==> src/rtl/uart_msg_sender_if.sv <==
// uart_msg_sender_if: control/status and serial-pin bundle for the message sender
interface uart_msg_sender_if #(
    parameter int MAX_LEN = 32,
    parameter int ADDR_W  = $clog2(MAX_LEN)
);
    logic              wr_en;
    logic [ADDR_W-1:0] wr_addr;
    logic [7:0]        wr_data;
    logic [ADDR_W:0]   len;
    logic              repeat_mode;
    logic              trigger;
    logic              abort;
    logic              tx;
    logic              busy;
    logic              char_strobe;
    logic [ADDR_W-1:0] char_idx;
    logic              done;
    modport master (
        output wr_en, wr_addr, wr_data, len, repeat_mode, trigger, abort,
        input  tx, busy, char_strobe, char_idx, done
    );
    modport slave (
        input  wr_en, wr_addr, wr_data, len, repeat_mode, trigger, abort,
        output tx, busy, char_strobe, char_idx, done
    );
endinterface

==> src/rtl/uart_msg_sender.sv <==
// uart_msg_sender: serialises the first len bytes of a writable buffer as 8N1 frames
module uart_msg_sender #(
    parameter int CLOCKS_PER_BIT = 868,
    parameter int MAX_LEN        = 32,
    parameter int ADDR_W         = $clog2(MAX_LEN)
) (
    input logic              clk,
    input logic              rst,
    uart_msg_sender_if.slave bus
);
    localparam int CNT_W = $clog2(CLOCKS_PER_BIT);

    typedef enum logic [2:0] {IDLE, LOAD, START, DATA, STOP} state_t;

    state_t            r_state;
    state_t            w_next;
    logic [7:0]        r_buf [MAX_LEN];
    logic [7:0]        r_shift;
    logic [CNT_W-1:0]  r_cnt;
    logic [2:0]        r_bit;
    logic [ADDR_W-1:0] r_idx;
    logic [ADDR_W:0]   r_len;
    logic              r_abort;
    logic              r_done;
    logic              w_last;
    logic              w_more;
    logic              w_tx;
    logic [ADDR_W:0]   w_len;

    // buffer write port, open in every state and never reset
    always_ff @(posedge clk) begin
        if (bus.wr_en) r_buf[bus.wr_addr] <= bus.wr_data;
    end

    // next-state and serial output decode
    always_comb begin
        w_next = r_state;
        w_tx   = 1'b1;
        w_last = r_cnt == CNT_W'(CLOCKS_PER_BIT - 1);
        w_more = ((ADDR_W+1)'(r_idx) + (ADDR_W+1)'(1)) < r_len;
        w_len  = (bus.len > (ADDR_W+1)'(MAX_LEN)) ? (ADDR_W+1)'(MAX_LEN) : bus.len;
        case (r_state)
            IDLE:  w_next = (bus.trigger && w_len != '0) ? LOAD : IDLE;
            LOAD:  w_next = START;
            START: begin
                w_tx   = 1'b0;
                w_next = w_last ? DATA : START;
            end
            DATA: begin
                w_tx   = r_shift[r_bit];
                w_next = (w_last && r_bit == 3'd7) ? STOP : DATA;
            end
            STOP:  w_next = !w_last ? STOP : (r_abort || !(w_more || bus.repeat_mode)) ? IDLE : LOAD;
            default: w_next = IDLE;
        endcase
    end

    // state, bit timing, byte index and abort bookkeeping
    always_ff @(posedge clk) begin
        if (rst) begin
            r_state <= IDLE;
            r_cnt   <= '0;
            r_bit   <= '0;
            r_idx   <= '0;
            r_len   <= '0;
            r_abort <= 1'b0;
            r_done  <= 1'b0;
        end else begin
            r_state <= w_next;
            r_cnt   <= (w_next != r_state || w_last) ? '0 : r_cnt + CNT_W'(1);
            r_bit   <= (r_state == DATA) ? r_bit + 3'(w_last) : 3'd0;
            r_abort <= (w_next == IDLE) ? 1'b0 : (r_state != IDLE) && (r_abort || bus.abort);
            r_done  <= (r_state != IDLE) && (w_next == IDLE);
            if (r_state == IDLE && w_next == LOAD) begin
                r_idx <= '0;
                r_len <= w_len;
            end else if (r_state == STOP && w_next == LOAD) begin
                r_idx <= w_more ? r_idx + ADDR_W'(1) : '0;
            end
        end
    end

    // byte fetch happens only in LOAD so late writes still reach the frame
    always_ff @(posedge clk) begin
        if (r_state == LOAD) r_shift <= r_buf[r_idx];
    end

    assign bus.tx          = w_tx;
    assign bus.busy        = r_state != IDLE;
    assign bus.char_strobe = r_state == LOAD;
    assign bus.char_idx    = r_idx;
    assign bus.done        = r_done;
endmodule

==> src/flat_wrapper.sv <==
// flat-port wrapper written by rule: the top's interface ports become plain ports
module uart_msg_sender_flat 
#(
    parameter int CLOCKS_PER_BIT = 868,
    parameter int MAX_LEN        = 32,
    parameter int ADDR_W         = $clog2(MAX_LEN)
)
  (clk, rst, bus_wr_en, bus_wr_addr, bus_wr_data, bus_len, bus_repeat_mode, bus_trigger, bus_abort, bus_tx, bus_busy, bus_char_strobe, bus_char_idx, bus_done);
  uart_msg_sender_if #(.MAX_LEN(MAX_LEN), .ADDR_W(ADDR_W)) bus_i ();
  input logic clk;
  input logic rst;
  input wire logic [$bits(bus_i.wr_en)-1:0] bus_wr_en;
  input wire logic [$bits(bus_i.wr_addr)-1:0] bus_wr_addr;
  input wire logic [$bits(bus_i.wr_data)-1:0] bus_wr_data;
  input wire logic [$bits(bus_i.len)-1:0] bus_len;
  input wire logic [$bits(bus_i.repeat_mode)-1:0] bus_repeat_mode;
  input wire logic [$bits(bus_i.trigger)-1:0] bus_trigger;
  input wire logic [$bits(bus_i.abort)-1:0] bus_abort;
  output wire logic [$bits(bus_i.tx)-1:0] bus_tx;
  output wire logic [$bits(bus_i.busy)-1:0] bus_busy;
  output wire logic [$bits(bus_i.char_strobe)-1:0] bus_char_strobe;
  output wire logic [$bits(bus_i.char_idx)-1:0] bus_char_idx;
  output wire logic [$bits(bus_i.done)-1:0] bus_done;
  assign bus_i.wr_en = bus_wr_en;
  assign bus_i.wr_addr = bus_wr_addr;
  assign bus_i.wr_data = bus_wr_data;
  assign bus_i.len = bus_len;
  assign bus_i.repeat_mode = bus_repeat_mode;
  assign bus_i.trigger = bus_trigger;
  assign bus_i.abort = bus_abort;
  assign bus_tx = bus_i.tx;
  assign bus_busy = bus_i.busy;
  assign bus_char_strobe = bus_i.char_strobe;
  assign bus_char_idx = bus_i.char_idx;
  assign bus_done = bus_i.done;
  uart_msg_sender #(.CLOCKS_PER_BIT(CLOCKS_PER_BIT), .MAX_LEN(MAX_LEN), .ADDR_W(ADDR_W)) u_core (.clk(clk), .rst(rst), .bus(bus_i));
endmodule
==> config.mk <==
export PLATFORM = sky130hd
export DESIGN_NAME = uart_msg_sender_flat
export DESIGN_NICKNAME = d
export VERILOG_FILES = /design/src/rtl/uart_msg_sender_if.sv /design/src/rtl/uart_msg_sender.sv /design/src/flat_wrapper.sv
export SDC_FILE = /design/constraint.sdc
export NUM_CORES = 1
export LEC_CHECK = 0
export CAP_MARGIN = 20
export CORE_MARGIN = 2
export CORE_UTILIZATION = 55
export CTS_CLUSTER_DIAMETER = 40
export DETAILED_ROUTE_END_ITERATION = 16
export GPL_ROUTABILITY_DRIVEN = 0
export HOLD_SLACK_MARGIN = 0.1
export PLACE_DENSITY = 0.72
export SETUP_SLACK_MARGIN = 0.05
export SYNTH_ARGS = -nofsm -noshare
export SYNTH_HDL_FRONTEND = slang
export SYNTH_SLANG_ARGS = --single-unit
==> constraint.sdc <==
create_clock -name clk -period 3 [get_ports clk]
set_input_delay 0.6 -clock clk [delete_from_list [all_inputs] [get_ports clk]]
set_output_delay 0.6 -clock clk [all_outputs]
set_load 0.03 [all_outputs]
==> summary.md <==
| Metric | Value |
|---|---|
| Slew Viols, Final | 0 |
| Core Area | 0.0212 mm² |
| Nets | 755 |
| Main synth FF type | edfxtp_1 |
| Worst Hold Path EP | u_core.r_len[4] |
| Power, Total | 8.82 mW |
| Final hold viol count | 0 |
| FILL cells | 1373 |
| First-pass GRT wire length | 36500 µm |
| RSZ-0062 raised after global routing | no |
| Crit. End Element | primary output |
| Worst reg-to-reg setup slack | 0.39 ns |
| CP startpoint kind | register |
| Pre-CTS setup slack | 0.340 ns |
| CTS max path bufs | 3 |
| CTS-repair resized insts | 1 |
| Per-cell routed wire length | 23.3 µm |
| CTS clk-pin slew, worst paths | 0.05 ns |
| Skew-Pair Late Insertion Delay | 0.52 ns |
| Worst slew margin | 0.624 |
| Power share of the combinational group | 0.031 |
| Height of the die | roughly 150 µm |
| Mapped Cells | 623 |
| Remaining Overflow, GRT | 0 |
| DR vias | 6165 |
| Max Clock Skew | ~0.013 ns |
| CTS H-tree lvls | 2 |
| Vias in the first global route | between 6k and 7k |
| CTS tree | built |
| Setup Fix Bufs, Post-CTS | 0 |
| Sequential element share of the synthesized area | 0.714 |
| Hold Path Class | register to register |
| Site Rows | 53 |
| Post-synth EDFFs | 264 |
| Util after Layout | 0.662 |
| Sw Ratio | 0.208 |
| Initial DRC count | 420 |
| Sw Pwr | between 1.5 and 2 mW |
| Post-DP HPWL | 15000 µm |
| Multi-input gate area | 0.00321 mm² |
| WHS Path Cells | 2 |
| Critical Path RT | around 2.4 ns |
| Worst Hold Launch | u_core.r_len[4] |
| Post-detailed-routing wire length | roughly 24000 µm |
| Post-layout minimum cycle time | 2.86 ns |
| Storage element area | 0.00851 mm² |
| Warnings, synthesis | 0 |
| Maxcap violations | 0 |
| Ys async rst share | 0 |
| Max IR drop VDD | 0.535 mV |
| Syn Nets | about 660 |
| Die area | 0.0229 mm² |
| Power Density | approximately 630 mW/mm² |
| Layout area overhead | 17.5% |
| Worst setup margin | 0.139 ns |
| Run status | finished clean |
| Library cells used by synthesis | 58 |
| Largest net degree at the start of global routing | 35 |
| Initial cell density of the core | 0.563 |
| Post-route setup TNS | 0 ns |
| Worst r2r src | u_core.bus.char_idx[0] |
| Clk pwr share | 0.456 |
| Reg2reg path depth | 9 |
| Share of layout cells above drive strength 1 | 0.240 |
| 1st-pass router iterations | 5 |
| Setup violators final | 0 |
| Power share of the sequential group | 0.513 |
| Ports | 34 |
| Mapped Avg Cell Area | 19.1 µm² |
| Slew of the pin with the lowest slew margin | around 0.56 ns |
| Fmax | between 0.3 and 0.4 GHz |
| Reg2reg end | u_core.bus.done |
| Count of hold-fix buffers inserted at cts | 0 |
| Post-route clock period utilization | 0.954 |
| P_int | roughly 7 mW |
| Seq cells post-synth | 293 |
| TritonCTS buffer count | 36 |
| Routed Antenna Nets | 0 |
| CTS sink count | approximately 290 |
| GRT Util Overall | 0.220 |
| Synthesized area | about 0.012 mm² |
| Drc violations | 0 |
| Root Driver | clkbuf_16 |
| Static Leak | 4.50 nW |
| Arrival time at the worst endpoint | 2.26 ns |
| Die Span X | 151 µm |
| Crit Path Max Fanout | 19 |
| # diodes | 0 |
| Crit Path Class | register to primary output |
| Buffers added on ports | 33 |
| Initial antenna violation count | 0 |
| Via-to-Cell Ratio | 6.03 |
==> kinds of logic (layout without fill, tap and decap cells) <==
family,Yosys count,in the layout,synth area share
AOI/OAI and AO/OA,51,51,0.0321
xor gates and xnor gates,11,11,0.00809
adders and majority gates,9,9,0.00945
buffers and inverters,38,162,0.0164
DFF,293,293,0.714
muxes,91,91,0.160
and+or+nand+nor,130,130,0.0594
==> cell type report <==
class                      count  area share
clock buffer                  44      0.0680
clock inverter                20      0.0134
inverter                      11     0.00295
multi-input combinational    292       0.229
sequential                   293       0.608
tap                          275      0.0246
timing repair buffer          87      0.0534
==> worst max path at each step <==
stage | start | endpoint | slack (ns) | depth (start not counted)
2_1_floorplan | u_core.bus.char_idx[3] | u_core.bus.char_idx[1] | 0.12 | 9
3_3_place_gp | bus_len[0] | u_core.bus.char_idx[3] | 0.43 | 6
3_5_place_dp | bus_len[0] | u_core.r_cnt[8] | 0.34 | 6
4_1_cts | u_core.bus.char_idx[3] | bus_char_idx[3] | 0.12 | 2
5_1_grt | u_core.bus.char_idx[3] | bus_char_idx[3] | 0.07 | 2
6_report | u_core.bus.char_idx[3] | bus_char_idx[3] | 0.14 | 2
==> synth_stat cells, drive strengths merged, types with 2 or more instances <==
master	count	area [µm²]
edfxtp	264	7930
mux4	74	1740
nor2	55	214
dfxtp	29	581
nand2	20	75.1
buf	19	123
mux2i	17	170
inv	11	41.3
nand3b	10	75.1
o21a	10	75.1
a21oi	9	45.0
ha	9	113
nand3	9	45.0
a22oi	8	60.1
clkbuf	8	31.3
nor3	7	46.3
xnor2	7	61.3
o21ai	5	25.0
or3b	5	43.8
nor2b	4	25.0
o22ai	4	25.0
xor2	4	35.0
and2	3	18.8
and3	3	18.8
a31oi	2	12.5
nand4b	2	32.5
nor4	2	33.8
o21bai	2	15.0
or2	2	12.5
==> state kept, by name (all words and copies together), names as in the netlist, 3 cells and up <==
register / cells
u_core.r_cnt: 10
u_core.r_len: 6
u_core.r_buf: 256
u_core.bus.char_idx: 5
u_core.r_shift: 8
u_core.r_bit: 3
u_core.r_state: 3
==> layout by cell type, fill, tap and decap left out, types with 6 or more instances in the layout <==
cell type	synthesis	layout
mux4_1	20	20
ha_1	9	9
inv_1	11	11
a22oi_1	8	8
nor3_1	6	6
clkbuf_1	7	7
dfxtp_1	29	26
mux4_2	54	54
xnor2_1	7	7
mux2i_1	17	17
o21a_1	10	10
nand3_1	9	9
buf_4	2	53
nand2_1	20	20
clkdlybuf4s50_1	0	32
clkbuf_16	0	37
edfxtp_1	264	264
nor2_1	54	54
a21oi_1	9	9
nand3b_1	10	10
==> per-layer routing <==
metal	track usage	vias up	routed length, µm
met5	0	-	0
met4	0.0827	0	629
met2	0.372	210	12300
met1	0.290	3162	9690
li1	-	2742	-
met3	0.0352	51	1250
==> power by group through the flow <==
stage	combinational [mW]	clock (mW)	sequential (mW)
after floorplan	0.121	0	4.60
after global placement	0.260	0	4.60
after detailed placement	0.272	0	4.61
after CTS	0.272	4.10	4.52
after global routing	0.294	4.27	4.53
final	0.271	4.03	4.53
==> worst max-delay path, stage by stage (launching register included) <==
cell and delay, ns:
dfxtp_2 0.57, buf_4 0.42, clkdlybuf4s50_1 0.74
==> per-stage QoR <==
step | area [µm²] | hold WS, ns | instances
after floorplan | 11900 | 0.429 | 623
after global placement | 12900 | 0.440 | 958
after detailed placement | 12900 | 0.447 | 958
after CTS | 14000 | 0.459 | 1022
after global routing | 14000 | 0.478 | 1022
final | 14000 | 0.460 | 1022
Note: power is estimated with default switching activity, not from simulation.
